## config.mk

```make
export PLATFORM = sky130hd
export DESIGN_NAME = axi4_lite_rr_master_flat
export DESIGN_NICKNAME = d
export VERILOG_FILES = /design/src/rtl/axi4_lite_rr_master_if.sv /design/src/rtl/axi4_lite_rr_master.sv /design/src/flat_wrapper.sv
export SDC_FILE = /design/constraint.sdc
export NUM_CORES = 1
export LEC_CHECK = 0
export BUFFER_PORTS_ARGS = -buffer_cell sky130_fd_sc_hd__buf_2
export CELL_PAD_IN_SITES_DETAIL_PLACEMENT = 1
export CELL_PAD_IN_SITES_GLOBAL_PLACEMENT = 2
export CORE_AREA = 2 2 128 130
export DETAILED_ROUTE_END_ITERATION = 8
export DIE_AREA = 0 0 130 132
export MAX_ROUTING_LAYER = met4
export PLACE_DENSITY_LB_ADDON = 0.1
export SLEW_MARGIN = 25
export SYNTH_ARGS = -nofsm -noshare
export SYNTH_HDL_FRONTEND = slang
export SYNTH_SLANG_ARGS = --single-unit
```

## constraint.sdc

```tcl
create_clock -name aclk -period 1.8 [get_ports aclk]
set_clock_uncertainty 0.1 [all_clocks]
set_input_delay 0.18 -clock aclk [delete_from_list [all_inputs] [get_ports aclk]]
set_output_delay 0.18 -clock aclk [all_outputs]
set_load 0.005 [all_outputs]
```

## src/rtl/axi4_lite_rr_master_if.sv

```systemverilog
// axi4_lite_rr_master_if: two requester command/response ports plus one AXI4-Lite master bus.
interface axi4_lite_rr_master_if #(
  parameter int ADDRESS_SIZE = 4,
  parameter int DATA_SIZE = 32
);
  logic r0_valid, r0_ready, r0_write, r0_rsp_valid;
  logic [ADDRESS_SIZE-1:0] r0_addr;
  logic [DATA_SIZE-1:0] r0_wdata, r0_rsp_rdata;
  logic [DATA_SIZE/8-1:0] r0_wstrb;
  logic [1:0] r0_rsp_resp;
  logic r1_valid, r1_ready, r1_write, r1_rsp_valid;
  logic [ADDRESS_SIZE-1:0] r1_addr;
  logic [DATA_SIZE-1:0] r1_wdata, r1_rsp_rdata;
  logic [DATA_SIZE/8-1:0] r1_wstrb;
  logic [1:0] r1_rsp_resp;
  logic [ADDRESS_SIZE-1:0] m_axi_awaddr, m_axi_araddr;
  logic m_axi_awvalid, m_axi_awready, m_axi_wvalid, m_axi_wready;
  logic [DATA_SIZE-1:0] m_axi_wdata, m_axi_rdata;
  logic [DATA_SIZE/8-1:0] m_axi_wstrb;
  logic [1:0] m_axi_bresp, m_axi_rresp;
  logic m_axi_bvalid, m_axi_bready, m_axi_arvalid, m_axi_arready, m_axi_rvalid, m_axi_rready;
  modport master (
    input r0_valid, r0_write, r0_addr, r0_wdata, r0_wstrb,
    input r1_valid, r1_write, r1_addr, r1_wdata, r1_wstrb,
    output r0_ready, r0_rsp_valid, r0_rsp_rdata, r0_rsp_resp,
    output r1_ready, r1_rsp_valid, r1_rsp_rdata, r1_rsp_resp,
    output m_axi_awaddr, m_axi_awvalid, m_axi_wdata, m_axi_wstrb, m_axi_wvalid, m_axi_bready,
    output m_axi_araddr, m_axi_arvalid, m_axi_rready,
    input m_axi_awready, m_axi_wready, m_axi_bresp, m_axi_bvalid,
    input m_axi_arready, m_axi_rdata, m_axi_rresp, m_axi_rvalid
  );
  modport slave (
    output r0_valid, r0_write, r0_addr, r0_wdata, r0_wstrb,
    output r1_valid, r1_write, r1_addr, r1_wdata, r1_wstrb,
    input r0_ready, r0_rsp_valid, r0_rsp_rdata, r0_rsp_resp,
    input r1_ready, r1_rsp_valid, r1_rsp_rdata, r1_rsp_resp,
    input m_axi_awaddr, m_axi_awvalid, m_axi_wdata, m_axi_wstrb, m_axi_wvalid, m_axi_bready,
    input m_axi_araddr, m_axi_arvalid, m_axi_rready,
    output m_axi_awready, m_axi_wready, m_axi_bresp, m_axi_bvalid,
    output m_axi_arready, m_axi_rdata, m_axi_rresp, m_axi_rvalid
  );
endinterface

```

## src/rtl/axi4_lite_rr_master.sv

```systemverilog
// axi4_lite_rr_master: round-robin arbiter sharing one AXI4-Lite slave between two requesters, one transaction outstanding.
module axi4_lite_rr_master #(
  parameter int ADDRESS_SIZE = 4,
  parameter int DATA_SIZE = 32
) (
  input logic aclk,
  input logic aresetn,
  axi4_lite_rr_master_if.master bus
);
  localparam logic [2:0] IDLE = 3'd0, WADDR = 3'd1, RADDR = 3'd2, WRESP = 3'd3, RRESP = 3'd4;
  logic [2:0] state_q, state_d;
  logic last_q, last_d, grant_q, grant_d, aw_done_q, aw_done_d, w_done_q, w_done_d;
  logic [ADDRESS_SIZE-1:0] addr_q, addr_d;
  logic [DATA_SIZE-1:0] wdata_q, wdata_d, rdata_q, rdata_d;
  logic [DATA_SIZE/8-1:0] wstrb_q, wstrb_d;
  logic [1:0] resp_q, resp_d, rsp_valid_q, rsp_valid_d;
  logic idle, g1;
  assign idle = state_q == IDLE;
  // r1 wins when alone, or on a tie when r0 was served last
  assign g1 = bus.r1_valid & (~bus.r0_valid | ~last_q);
  assign bus.r0_ready = aresetn & idle & bus.r0_valid & ~g1;
  assign bus.r1_ready = aresetn & idle & g1;
  assign bus.m_axi_awaddr = addr_q;
  assign bus.m_axi_araddr = addr_q;
  assign bus.m_axi_wdata = wdata_q;
  assign bus.m_axi_wstrb = wstrb_q;
  assign bus.m_axi_awvalid = state_q == WADDR & ~aw_done_q;
  assign bus.m_axi_wvalid = state_q == WADDR & ~w_done_q;
  assign bus.m_axi_bready = state_q == WRESP;
  assign bus.m_axi_arvalid = state_q == RADDR;
  assign bus.m_axi_rready = state_q == RRESP;
  assign bus.r0_rsp_valid = rsp_valid_q[0];
  assign bus.r1_rsp_valid = rsp_valid_q[1];
  assign bus.r0_rsp_rdata = rdata_q;
  assign bus.r1_rsp_rdata = rdata_q;
  assign bus.r0_rsp_resp = resp_q;
  assign bus.r1_rsp_resp = resp_q;
  always_comb begin
    state_d = state_q;
    last_d = last_q;
    grant_d = grant_q;
    addr_d = addr_q;
    wdata_d = wdata_q;
    wstrb_d = wstrb_q;
    aw_done_d = aw_done_q;
    w_done_d = w_done_q;
    rdata_d = rdata_q;
    resp_d = resp_q;
    rsp_valid_d = 2'b00;
    if (idle && (bus.r0_valid || bus.r1_valid)) begin
      grant_d = g1;
      last_d = g1;
      addr_d = g1 ? bus.r1_addr : bus.r0_addr;
      wdata_d = g1 ? bus.r1_wdata : bus.r0_wdata;
      wstrb_d = g1 ? bus.r1_wstrb : bus.r0_wstrb;
      aw_done_d = 1'b0;
      w_done_d = 1'b0;
      state_d = (g1 ? bus.r1_write : bus.r0_write) ? WADDR : RADDR;
    end
    if (state_q == WADDR) begin
      aw_done_d = aw_done_q | (bus.m_axi_awvalid & bus.m_axi_awready);
      w_done_d = w_done_q | (bus.m_axi_wvalid & bus.m_axi_wready);
      state_d = aw_done_d && w_done_d ? WRESP : WADDR;
    end
    if (state_q == RADDR && bus.m_axi_arready) state_d = RRESP;
    if ((state_q == WRESP && bus.m_axi_bvalid) || (state_q == RRESP && bus.m_axi_rvalid)) begin
      rdata_d = state_q == WRESP ? '0 : bus.m_axi_rdata;
      resp_d = state_q == WRESP ? bus.m_axi_bresp : bus.m_axi_rresp;
      rsp_valid_d = grant_q ? 2'b10 : 2'b01;
      state_d = IDLE;
    end
  end
  always_ff @(posedge aclk) begin
    if (!aresetn) begin
      state_q <= IDLE;
      last_q <= 1'b1;
      grant_q <= 1'b0;
      addr_q <= '0;
      wdata_q <= '0;
      wstrb_q <= '0;
      aw_done_q <= 1'b0;
      w_done_q <= 1'b0;
      rdata_q <= '0;
      resp_q <= '0;
      rsp_valid_q <= '0;
    end else begin
      state_q <= state_d;
      last_q <= last_d;
      grant_q <= grant_d;
      addr_q <= addr_d;
      wdata_q <= wdata_d;
      wstrb_q <= wstrb_d;
      aw_done_q <= aw_done_d;
      w_done_q <= w_done_d;
      rdata_q <= rdata_d;
      resp_q <= resp_d;
      rsp_valid_q <= rsp_valid_d;
    end
  end
endmodule

```

## src/flat_wrapper.sv

```systemverilog
// flat-port wrapper written by rule: the top's interface ports become plain ports
module axi4_lite_rr_master_flat 
#(
  parameter int ADDRESS_SIZE = 4,
  parameter int DATA_SIZE = 32
)
  (aclk, aresetn, bus_r0_valid, bus_r0_write, bus_r0_addr, bus_r0_wdata, bus_r0_wstrb, bus_r1_valid, bus_r1_write, bus_r1_addr, bus_r1_wdata, bus_r1_wstrb, bus_r0_ready, bus_r0_rsp_valid, bus_r0_rsp_rdata, bus_r0_rsp_resp, bus_r1_ready, bus_r1_rsp_valid, bus_r1_rsp_rdata, bus_r1_rsp_resp, bus_m_axi_awaddr, bus_m_axi_awvalid, bus_m_axi_wdata, bus_m_axi_wstrb, bus_m_axi_wvalid, bus_m_axi_bready, bus_m_axi_araddr, bus_m_axi_arvalid, bus_m_axi_rready, bus_m_axi_awready, bus_m_axi_wready, bus_m_axi_bresp, bus_m_axi_bvalid, bus_m_axi_arready, bus_m_axi_rdata, bus_m_axi_rresp, bus_m_axi_rvalid);
  axi4_lite_rr_master_if #(.ADDRESS_SIZE(ADDRESS_SIZE), .DATA_SIZE(DATA_SIZE)) bus_i ();
  input logic aclk;
  input logic aresetn;
  input wire logic [$bits(bus_i.r0_valid)-1:0] bus_r0_valid;
  input wire logic [$bits(bus_i.r0_write)-1:0] bus_r0_write;
  input wire logic [$bits(bus_i.r0_addr)-1:0] bus_r0_addr;
  input wire logic [$bits(bus_i.r0_wdata)-1:0] bus_r0_wdata;
  input wire logic [$bits(bus_i.r0_wstrb)-1:0] bus_r0_wstrb;
  input wire logic [$bits(bus_i.r1_valid)-1:0] bus_r1_valid;
  input wire logic [$bits(bus_i.r1_write)-1:0] bus_r1_write;
  input wire logic [$bits(bus_i.r1_addr)-1:0] bus_r1_addr;
  input wire logic [$bits(bus_i.r1_wdata)-1:0] bus_r1_wdata;
  input wire logic [$bits(bus_i.r1_wstrb)-1:0] bus_r1_wstrb;
  output wire logic [$bits(bus_i.r0_ready)-1:0] bus_r0_ready;
  output wire logic [$bits(bus_i.r0_rsp_valid)-1:0] bus_r0_rsp_valid;
  output wire logic [$bits(bus_i.r0_rsp_rdata)-1:0] bus_r0_rsp_rdata;
  output wire logic [$bits(bus_i.r0_rsp_resp)-1:0] bus_r0_rsp_resp;
  output wire logic [$bits(bus_i.r1_ready)-1:0] bus_r1_ready;
  output wire logic [$bits(bus_i.r1_rsp_valid)-1:0] bus_r1_rsp_valid;
  output wire logic [$bits(bus_i.r1_rsp_rdata)-1:0] bus_r1_rsp_rdata;
  output wire logic [$bits(bus_i.r1_rsp_resp)-1:0] bus_r1_rsp_resp;
  output wire logic [$bits(bus_i.m_axi_awaddr)-1:0] bus_m_axi_awaddr;
  output wire logic [$bits(bus_i.m_axi_awvalid)-1:0] bus_m_axi_awvalid;
  output wire logic [$bits(bus_i.m_axi_wdata)-1:0] bus_m_axi_wdata;
  output wire logic [$bits(bus_i.m_axi_wstrb)-1:0] bus_m_axi_wstrb;
  output wire logic [$bits(bus_i.m_axi_wvalid)-1:0] bus_m_axi_wvalid;
  output wire logic [$bits(bus_i.m_axi_bready)-1:0] bus_m_axi_bready;
  output wire logic [$bits(bus_i.m_axi_araddr)-1:0] bus_m_axi_araddr;
  output wire logic [$bits(bus_i.m_axi_arvalid)-1:0] bus_m_axi_arvalid;
  output wire logic [$bits(bus_i.m_axi_rready)-1:0] bus_m_axi_rready;
  input wire logic [$bits(bus_i.m_axi_awready)-1:0] bus_m_axi_awready;
  input wire logic [$bits(bus_i.m_axi_wready)-1:0] bus_m_axi_wready;
  input wire logic [$bits(bus_i.m_axi_bresp)-1:0] bus_m_axi_bresp;
  input wire logic [$bits(bus_i.m_axi_bvalid)-1:0] bus_m_axi_bvalid;
  input wire logic [$bits(bus_i.m_axi_arready)-1:0] bus_m_axi_arready;
  input wire logic [$bits(bus_i.m_axi_rdata)-1:0] bus_m_axi_rdata;
  input wire logic [$bits(bus_i.m_axi_rresp)-1:0] bus_m_axi_rresp;
  input wire logic [$bits(bus_i.m_axi_rvalid)-1:0] bus_m_axi_rvalid;
  assign bus_i.r0_valid = bus_r0_valid;
  assign bus_i.r0_write = bus_r0_write;
  assign bus_i.r0_addr = bus_r0_addr;
  assign bus_i.r0_wdata = bus_r0_wdata;
  assign bus_i.r0_wstrb = bus_r0_wstrb;
  assign bus_i.r1_valid = bus_r1_valid;
  assign bus_i.r1_write = bus_r1_write;
  assign bus_i.r1_addr = bus_r1_addr;
  assign bus_i.r1_wdata = bus_r1_wdata;
  assign bus_i.r1_wstrb = bus_r1_wstrb;
  assign bus_r0_ready = bus_i.r0_ready;
  assign bus_r0_rsp_valid = bus_i.r0_rsp_valid;
  assign bus_r0_rsp_rdata = bus_i.r0_rsp_rdata;
  assign bus_r0_rsp_resp = bus_i.r0_rsp_resp;
  assign bus_r1_ready = bus_i.r1_ready;
  assign bus_r1_rsp_valid = bus_i.r1_rsp_valid;
  assign bus_r1_rsp_rdata = bus_i.r1_rsp_rdata;
  assign bus_r1_rsp_resp = bus_i.r1_rsp_resp;
  assign bus_m_axi_awaddr = bus_i.m_axi_awaddr;
  assign bus_m_axi_awvalid = bus_i.m_axi_awvalid;
  assign bus_m_axi_wdata = bus_i.m_axi_wdata;
  assign bus_m_axi_wstrb = bus_i.m_axi_wstrb;
  assign bus_m_axi_wvalid = bus_i.m_axi_wvalid;
  assign bus_m_axi_bready = bus_i.m_axi_bready;
  assign bus_m_axi_araddr = bus_i.m_axi_araddr;
  assign bus_m_axi_arvalid = bus_i.m_axi_arvalid;
  assign bus_m_axi_rready = bus_i.m_axi_rready;
  assign bus_i.m_axi_awready = bus_m_axi_awready;
  assign bus_i.m_axi_wready = bus_m_axi_wready;
  assign bus_i.m_axi_bresp = bus_m_axi_bresp;
  assign bus_i.m_axi_bvalid = bus_m_axi_bvalid;
  assign bus_i.m_axi_arready = bus_m_axi_arready;
  assign bus_i.m_axi_rdata = bus_m_axi_rdata;
  assign bus_i.m_axi_rresp = bus_m_axi_rresp;
  assign bus_i.m_axi_rvalid = bus_m_axi_rvalid;
  axi4_lite_rr_master #(.ADDRESS_SIZE(ADDRESS_SIZE), .DATA_SIZE(DATA_SIZE)) u_core (.aclk(aclk), .aresetn(aresetn), .bus(bus_i));
endmodule
```

==> impl_metrics.env, run 1 <==
export IMPL_power_density_nw_per_um2=1000
export IMPL_first_pass_iters=4
export IMPL_cts_buffers=9
export IMPL_slew_headroom_pct=58.7
export IMPL_critPathCaptureType="output port"
export IMPL_core_area_um2=15700
export IMPL_slowest_delay_ns=0.34
export IMPL_grt_pass1_vias=3327
export IMPL_die_h_um=132
export IMPL_path_clk_slew_ns=0.06
export IMPL_numPortBuffers=247
export IMPL_post_route_min_period_ns=1.67
export IMPL_cts_sinks=83
export IMPL_synthCells=297
export IMPL_ys_seq_area_share_pct=48.6
export IMPL_start_util_pct=21.8
export IMPL_cap_viol_max_count=0
export IMPL_synth_area_leaders="dfxtp_1 (49%), mux2i_1 (13%), o2bb2ai_1 (11%)"
export IMPL_wire_per_inst_um=15.0
export IMPL_hold_slack_ns=0.0129
export IMPL_grt_max_degree=33
export IMPL_setup_viol=0
export IMPL_netlist_area_um2=3420
export IMPL_status="finished, final reports clean"
export IMPL_p_sw_share_pct=26.6
export IMPL_synth_distinct_cells=31
export IMPL_ant_nets=0
export IMPL_fmax_mhz=598
export IMPL_cp_required_ns=1.52
export IMPL_yosys_area_top_type_share_pct=48.6
export IMPL_p_seq_share_pct=40.4
export IMPL_cp_slowest_cell="dfxtp_1"
export IMPL_async_flop_share_pct=0
export IMPL_syn_area_per_cell_um2=11.5
export IMPL_tritoncts="built"
export IMPL_num_rows=46
export IMPL_grt_pass1_wl_um=17600
export IMPL_drt_iter0_markers=43
export IMPL_hold_depth=3
export IMPL_worst_pin_slew_ns=0.618
export IMPL_layout_drive_gt1_share_pct=51.9
export IMPL_clk_path_buf_depth=2
export IMPL_die_w_um=130
export IMPL_leakagePower_uw=0.00271
export IMPL_path_delay_family="flip-flops"
export IMPL_hp_start="bus_r1_wstrb[0]"
export IMPL_drc_errors=0
export IMPL_comb_power_share_pct=23.1
export IMPL_path_class="reg -> out"
export IMPL_num_io_pins=248
export IMPL_crit_chain="a21boi_4 > buf_12 > and4b_1 > buf_2"
export IMPL_hold_class="in -> reg"
export IMPL_die_area_um2=17200
export IMPL_internal_power_uw=3990
export IMPL_irDropWorstVdd_v=0.000410
export IMPL_min_period_over_period_pct=92.9
export IMPL_ys_ff_latch=83
export IMPL_clockRootBuffer="clkbuf_16"
export IMPL_grt_use_total_pct=13.5
export IMPL_htree_levels=3
export IMPL_arrival_ns=1.39
export IMPL_via_per_inst=4.18
export IMPL_start_kind="flop"
export IMPL_reg2reg_from="u_core.state_q[0]"
export IMPL_r2r_cells=5
export IMPL_place_ws_ns=-0.00466
export IMPL_synth_edff_count=0
export IMPL_hold_viol=0
export IMPL_worstSkewPairLatency_ns=0.33
export IMPL_dp_hpwl_um=8640
export IMPL_synth_top_area_cell="dfxtp_1"
export IMPL_ys_warn_count=0
export IMPL_cp_max_fo=12
export IMPL_hold_path_end="u_core.bus.m_axi_wstrb[0]"
export IMPL_grt_setup_unrepaired="false"
export IMPL_drt_total_wl_um=11600
export IMPL_routed_via_count=3224
export IMPL_globalplace_congestion=0.689
export IMPL_num_nets_final=677
export IMPL_netSwitchingPower_uw=1440
export IMPL_synth_ff_type="dfxtp_1"
export IMPL_fin_ws_ns=0.128
export IMPL_gr_total_overflow=0
export IMPL_area_growth_pct=58.3
export IMPL_crit_buf_inv=2
export IMPL_r2r_setup_slack_ns=0.22
export IMPL_finalMaxSlewViolations=0
export IMPL_syn_nets=424
export IMPL_clockPowerShare_pct=36.5
export IMPL_antenna_found_initial=2
export IMPL_reg2reg_to="u_core.bus.r0_rsp_rdata[3]"
==> Yosys cell counts, types with 2 or more instances <==
library cell	n
dfxtp_1	83
mux2i_1	43
o2bb2ai_1	42
buf_4	38
a22o_1	32
buf_2	12
nor2_1	6
buf_6	4
clkbuf_1	4
a21oi_1	3
nand2_1	3
nor3b_1	3
and3_1	2
and3b_1	2
nor3_1	2
o21a_1	2
o21ai_0	2
==> what timing repair did <==
action / 4_1_cts / 5_1_grt
cloned: 1 / 1
hold endpoints to repair: 34 / 0
hold buffers: 34 / 0
gates resized for setup: 1 / 1
endpoints found under the setup margin: 41 / 2
pin swaps: 1 / 1
buffers inserted: 0 / 2
==> worst max-delay path by stage <==
| stage | slack [ns] | depth (start not counted) | start | to |
|---|---|---|---|---|
| after CTS | 0.02 | 4 | u_core.state_q[2] | bus_r1_ready |
| final | 0.13 | 4 | u_core.last_q | bus_r0_ready |
| after global routing | 0.02 | 4 | u_core.state_q[1] | bus_r1_ready |
| after detailed placement | -0.005 | 4 | u_core.state_q[2] | u_core.grant_q |
| after floorplan | 0.27 | 6 | u_core.state_q[2] | u_core.state_q[1] |
| after global placement | 0.04 | 4 | u_core.state_q[2] | u_core.grant_q |
==> power by group through the flow <==
stage          Combinational [µW]  Clock (µW)  Sequential [µW]
2_1_floorplan                 571           0             2250
3_3_place_gp                 1170           0             2230
3_5_place_dp                 1190           0             2230
4_1_cts                      1270        2060             2190
5_1_grt                      1390        2140             2230
6_report                     1250        1980             2200
==> flip-flops by register name (all words and copies together) (netlist names) <==
name	count
u_core.aw_done_q	1
u_core.bus.m_axi_araddr	4
u_core.bus.m_axi_wdata	32
u_core.bus.m_axi_wstrb	4
u_core.bus.r0_rsp_rdata	32
u_core.bus.r0_rsp_resp	2
u_core.grant_q	1
u_core.last_q	1
u_core.rsp_valid_q	2
u_core.state_q	3
u_core.w_done_q	1
==> worst reg2reg max path, cell delays in order, from the launching register on <==
cell and delay (ns):
dfxtp_1 0.38, and4bb_2 0.28, a21o_4 0.22, nor2_8 0.18
buf_12 0.20, a22o_1 0.17
==> per-stage QoR <==
step	instance area (µm²)	setup TNS, ns	instances	power [µW]	utilization [%]
6_report	5410	0	771	5430	34.4
5_1_grt	5410	0	771	5760	34.4
4_1_cts	5360	0	766	5520	34.1
3_5_place_dp	4690	-0.00790	717	3410	29.9
3_3_place_gp	4690	0	717	3400	29.9
2_1_floorplan	3420	0	297	2820	-
==> cell families (layout without fill, tap and decap cells) <==
group           after synthesis  count (layout)  synth area share [%]
compound gates               87              87                  21.7
buf+inv                      59             314                  12.0
flops                        83              83                  48.6
mux                          44              44                  12.9
other cells                   0               2                     0
simple gates                 24              25                  4.80
==> metal layers <==
layer / global-route usage (%) / part of all wire (%) / wire length, µm / vias up
li1: - / - / - / 1578
met1: 15.5 / 42 / 4860 / 1521
met2: 22.9 / 51 / 5890 / 116
met3: 3.08 / 5.8 / 676 / 9
met4: 4.66 / 1.3 / 150 / 0
met5: - / 0 / 0 / -
==> cells in the final DEF (no fill, tap or decap), drive strengths merged, types with 2 or more instances in the layout <==
cell	instances
diode	2
clkbuf	13
o2bb2ai	42
a22o	32
dfxtp	83
a21o	2
mux2i	43
and3b	2
nor2	8
and3	2
buf	264
o21ai	2
nand2	3
nor3b	4
dlygate4sd3	34
a21oi	3
bufinv	2
nor3	2
o21a	2
==> final cells by class <==
type                    count  area (µm²)
diodes                      2        5.00
multi-input cells         156        1390
clock buffers              12         256
repair buffers            299        1770
fillers                  1856       10300
flip-flops and latches     83        1660
clock inverters             2        60.1
inverters                   1        3.75
well taps                 216         270
Note: power is estimated with default switching activity, not from simulation.
==> run 2: changes to the inputs <==
PLACE_DENSITY_LB_ADDON = 0.08   (was 0.1)
==> run 2 against run 1 <==
Sequential power about the same. Non-clock buffer count down 1. Final area down 0.62%. Total power down 1.2%. Via count about the same. Combinational power about the same. Largest power group unchanged.
==> impl_metrics.env, run 2 (synthesized netlist as in run 1, its figures left out) <==
export IMPL_die_w_um=130
export IMPL_use_met2_pct=23.0
export IMPL_gr_total_overflow=0
export IMPL_post_cts_buffers=0
export IMPL_drt_total_wl_um=11400
export IMPL_grt_pass1_wl_um=17700
export IMPL_power_density_nw_per_um2=998
export IMPL_internal_power_uw=3940
export IMPL_htree_levels=3
export IMPL_use_met1_pct=15.4
export IMPL_tritoncts="built"
export IMPL_slew_headroom_pct=56.9
export IMPL_hp_start="bus_r0_wdata[4]"
export IMPL_p_sw_share_pct=26.5
export IMPL_irDropWorstVdd_v=0.000441
export IMPL_fin_ws_ns=0.109
export IMPL_cts_buffers=9
export IMPL_drt_iter0_markers=60
export IMPL_dp_hpwl_um=8570
export IMPL_tns_ns=0
export IMPL_routed_via_count=3227
export IMPL_start_kind="flop"
export IMPL_worstSkewPairLatency_ns=0.33
export IMPL_cap_viol_max_count=0
export IMPL_die_h_um=132
export IMPL_reg2reg_from="u_core.state_q[0]"
export IMPL_hold_class="in -> reg"
export IMPL_min_period_over_period_pct=93.9
export IMPL_postLayoutCellArea_um2=5380
export IMPL_cts_sinks=83
export IMPL_clockPowerShare_pct=36.2
export IMPL_final_cell_mix="buf_2 (247), dfxtp_1 (83), mux2i_1 (43)"
export IMPL_arrival_ns=1.41
export IMPL_worst_pin_slew_ns=0.645
export IMPL_num_io_pins=248
export IMPL_first_pass_iters=4
export IMPL_grt_pass1_vias=3392
export IMPL_globalplace_congestion=0.691
export IMPL_grt_max_degree=33
export IMPL_path_class="reg -> out"
export IMPL_layout_drive_gt1_share_pct=51.0
export IMPL_cp_max_fo=14
export IMPL_leakagePower_uw=0.00269
export IMPL_p_seq_share_pct=40.8
export IMPL_drc_errors=0
export IMPL_hold_viol=0
export IMPL_post_route_min_period_ns=1.69
export IMPL_die_area_um2=17200
export IMPL_core_area_um2=15700
export IMPL_num_nets_final=676
export IMPL_clockRootBuffer="clkbuf_16"
export IMPL_critPathCaptureType="output port"
export IMPL_area_growth_pct=57.4
export IMPL_finalMaxSlewViolations=0
export IMPL_cp_required_ns=1.52
export IMPL_antenna_found_initial=0
export IMPL_via_per_inst=4.19
export IMPL_status="finished, final reports clean"
export IMPL_netSwitchingPower_uw=1420
export IMPL_place_ws_ns=-0.0773
export IMPL_wire_per_inst_um=14.8
export IMPL_setup_viol=0
export IMPL_grt_use_total_pct=13.7
export IMPL_mostFrequentLayoutCell="buf_2"
export IMPL_final_cells=770
export IMPL_grt_met3_usage_pct=3.25
export IMPL_start_util_pct=21.8
export IMPL_crit_start="u_core.last_q"
export IMPL_dp_cells=717
export IMPL_placed_cell_area_um2=4680
export IMPL_numPortBuffers=247
export IMPL_ant_nets=0
export IMPL_path_clk_slew_ns=0.06
export IMPL_busiest_layer="met2"
export IMPL_comb_power_share_pct=23.0
export IMPL_fmax_mhz=591
export IMPL_fillCellCount=1849
export IMPL_num_rows=46
export IMPL_grt_setup_unrepaired="false"
export IMPL_clk_path_buf_depth=2
==> run 2: power groups by stage <==
| stage | Combinational [µW] | Sequential [µW] | Clock (µW) |
|---|---|---|---|
| after floorplan | 571 | 2250 | 0 |
| after global placement | 1170 | 2220 | 0 |
| after detailed placement | 1180 | 2230 | 0 |
| after CTS | 1270 | 2190 | 2040 |
| after global routing | 1380 | 2220 | 2100 |
| final | 1240 | 2190 | 1940 |
==> run 2: final timing paths <==
path | endpoint | slack, ns | cells after the start
max reg2reg | u_core.bus.r0_rsp_rdata[9] | 0.14 | 6
min reg2reg | u_core.rsp_valid_q[0] | 0.34 | 1
min | u_core.bus.m_axi_wdata[4] | 0.02 | 3
max | bus_r0_ready | 0.11 | 4
==> run 2: metal layers <==
metal	wire, µm	up-vias
met3	804	13
met2	5670	130
met1	4660	1503
li1	-	1581
met4	227	0
met5	0	-
==> run 2: metrics by stage <==
step	hold slack (ns)	power [µW]	utilization, %
after global routing	0.0234	5710	34.2
after floorplan	0.142	2820	-
after detailed placement	0.294	3410	29.8
after CTS	0.000584	5500	34.2
after global placement	0.290	3390	29.8
final	0.0172	5370	34.2
==> run 2: critical path, stage by stage (launching register included) <==
cell	delay [ns]
dfxtp_1	0.34
a21boi_4	0.22
buf_12	0.19
and4b_1	0.20
buf_2	0.14
==> run 2: layout make-up <==
| cell class | instances | area (µm²) | share of cell area [%] |
|---|---|---|---|
| well taps | 216 | 270 | 5.02 |
| repair buffers | 298 | 1750 | 32.5 |
| clock buffers | 13 | 250 | 4.65 |
| inverters | 1 | 3.75 | 0.0698 |
| diodes | 1 | 2.50 | 0.0465 |
| multi-input cells | 156 | 1380 | 25.7 |
| clock inverters | 2 | 60.1 | 1.12 |
| flip-flops and latches | 83 | 1660 | 30.9 |
==> run 2: repair_timing <==
| action | 4_1_cts | 5_1_grt |
|---|---|---|
| endpoints found under the setup margin | 43 | 2 |
| gates resized for setup | 2 | 2 |
| endpoints found under the hold margin | 35 | 0 |
| cloned | 1 | 0 |
| hold buffers | 36 | 0 |
| pin swaps | 1 | 0 |
==> run 3: changes to the inputs <==
PLACE_DENSITY = 0.77   (was not set)
PLACE_DENSITY_LB_ADDON = not set   (was 0.08)
REMOVE_ABC_BUFFERS = 1   (was not set)
==> run 3 against run 2 <==
First-iteration DRC count grew 22%. Hold slack lost 0.0057 ns. Core utilization grew 0.095 points. Routed wire length grew 8.3%. Combinational power is essentially flat. Non-clock buffer count shrank 2. Final area grew 0.28%. Clock-buffer cell count shrank 3. Critical path depth grew 1. Critical endpoint is now u_core.bus.r0_rsp_rdata[11].
==> impl_metrics.env, run 3 (synthesized netlist as in run 1, its figures left out) <==
export IMPL_status="finished, final reports clean"
export IMPL_numPortBuffers=247
export IMPL_gr_total_overflow=0
export IMPL_fmax_mhz=596
export IMPL_dp_hpwl_um=8890
export IMPL_drc_errors=0
export IMPL_wire_per_inst_um=16.0
export IMPL_fin_total_pwr_uw=5350
export IMPL_diodes=0
export IMPL_grt_use_total_pct=14.5
export IMPL_path_clk_slew_ns=0.06
export IMPL_slew_headroom_pct=72.4
export IMPL_place_ws_ns=0.0143
export IMPL_num_nets_final=674
export IMPL_setup_viol=0
export IMPL_clk_path_buf_depth=2
export IMPL_power_density_nw_per_um2=992
export IMPL_arrival_ns=1.85
export IMPL_grt_pass1_wl_um=19100
export IMPL_irDropWorstVdd_v=0.000481
export IMPL_globalplace_congestion=0.722
export IMPL_post_route_min_period_ns=1.68
export IMPL_grt_pass1_vias=3615
export IMPL_start_kind="flop"
export IMPL_cp_slowest_cell="dfxtp_1"
export IMPL_cts_buffers=9
export IMPL_leakagePower_uw=0.00269
export IMPL_start_util_pct=21.8
export IMPL_htree_levels=3
export IMPL_final_cell_mix="buf_2 (247), dfxtp_1 (83), mux2i_1 (43)"
export IMPL_mostFrequentLayoutCell="buf_2"
export IMPL_slowest_delay_ns=0.37
export IMPL_cp_max_fo=18
export IMPL_ant_nets=0
export IMPL_clockRootBuffer="clkbuf_16"
export IMPL_num_rows=46
export IMPL_fin_ws_ns=0.122
export IMPL_drt_iter0_markers=73
export IMPL_hold_class="in -> reg"
export IMPL_via_per_inst=4.30
export IMPL_area_growth_pct=57.8
export IMPL_layout_drive_gt1_share_pct=51.8
export IMPL_die_w_um=130
export IMPL_cap_viol_max_count=0
export IMPL_finalMaxSlewViolations=0
export IMPL_worst_pin_slew_ns=0.413
export IMPL_worstSkewPairLatency_ns=0.34
export IMPL_path_class="reg -> reg"
export IMPL_cp_required_ns=1.98
export IMPL_first_pass_iters=4
export IMPL_tritoncts="built"
export IMPL_num_io_pins=248
export IMPL_routed_via_count=3300
export IMPL_tns_ns=0
export IMPL_antenna_found_initial=0
export IMPL_critPathCaptureType="flop"
export IMPL_grt_max_degree=42
export IMPL_min_period_over_period_pct=93.2
export IMPL_core_area_um2=15700
export IMPL_fillCellCount=1862
export IMPL_die_h_um=132
export IMPL_die_area_um2=17200
export IMPL_drt_total_wl_um=12300
export IMPL_grt_setup_unrepaired="false"
export IMPL_hold_viol=0
export IMPL_crit_chain="buf_4 > and4bb_2 > a21o_4 > nor2_8 > a22o_1"
export IMPL_cts_sinks=83
-- run 3: cell count changes in the layout (fill, tap and decap cells not counted), moves of 2 or more --
cell      previous run  this run
buf_4               12         8
clkbuf_1             3         0
clkinv_2             0         2
clkinv_4             0         2
-- run 3: metal layers --
metal	up-vias	share of wire, %	GRT usage [%]	routed length (µm)
li1	1572	-	-	-
met2	85	55	25.8	6750
met3	18	3.1	1.99	385
met1	1625	39	15.9	4860
met4	0	2.5	6.51	306
met5	-	0	-	0
-- run 3: area by class of cell --
class | count | area, µm² | share of cell area (%)
Timing Repair Buffer | 296 | 1770 | 32.7
Sequential cell | 83 | 1660 | 30.8
Multi-Input combinational cell | 156 | 1390 | 25.7
Tap cell | 216 | 270 | 5.01
Clock buffer | 10 | 239 | 4.43
Clock inverter | 6 | 65.1 | 1.21
Inverter | 1 | 3.75 | 0.0696
-- run 3: worst max-delay path, delay by kind of cell, from the launching register on --
kind	cells	cell delay (ns)
simple gates	2	0.54
compound gates	2	0.43
flops	1	0.37
buf+inv	1	0.16
-- run 3: repair_timing --
item	CTS	global route
pin swaps	1	2
endpoints found under the hold margin	35	0
gates cloned	0	1
endpoints found under the setup margin	3	37
hold buffers	35	0
setup buffers	1	1
gates resized for setup	1	1
-- run 3: stage by stage --
stage | std cells | util, % | hold slack (ns) | instance area [µm²]
2_1_floorplan | 239 | - | 0.142 | 3010
3_3_place_gp | 713 | 29.7 | 0.290 | 4660
3_5_place_dp | 713 | 29.7 | 0.295 | 4660
4_1_cts | 765 | 33.9 | 0.000760 | 5330
5_1_grt | 768 | 34.3 | 0.0127 | 5390
6_report | 768 | 34.3 | 0.0115 | 5390
-- run 3: power by group --
group / switching [µW] / internal, µW / total [µW]
sequential: 141 / 2070 / 2210
clock: 770 / 1110 / 1880
combinational: 605 / 657 / 1260
total: 1520 / 3840 / 5350
-- run 3: final timing paths --
check / from / to / slack, ns / cells after the start
worst max register to register: u_core.state_q[1] / u_core.bus.r0_rsp_rdata[11] / 0.12 / 5
worst max-delay path: u_core.state_q[1] / u_core.bus.r0_rsp_rdata[11] / 0.12 / 5
worst min register to register: u_core.bus.m_axi_wstrb[3] / u_core.bus.m_axi_wstrb[3] / 0.36 / 1
worst min-delay path: bus_r0_addr[3] / u_core.bus.m_axi_araddr[3] / 0.01 / 3
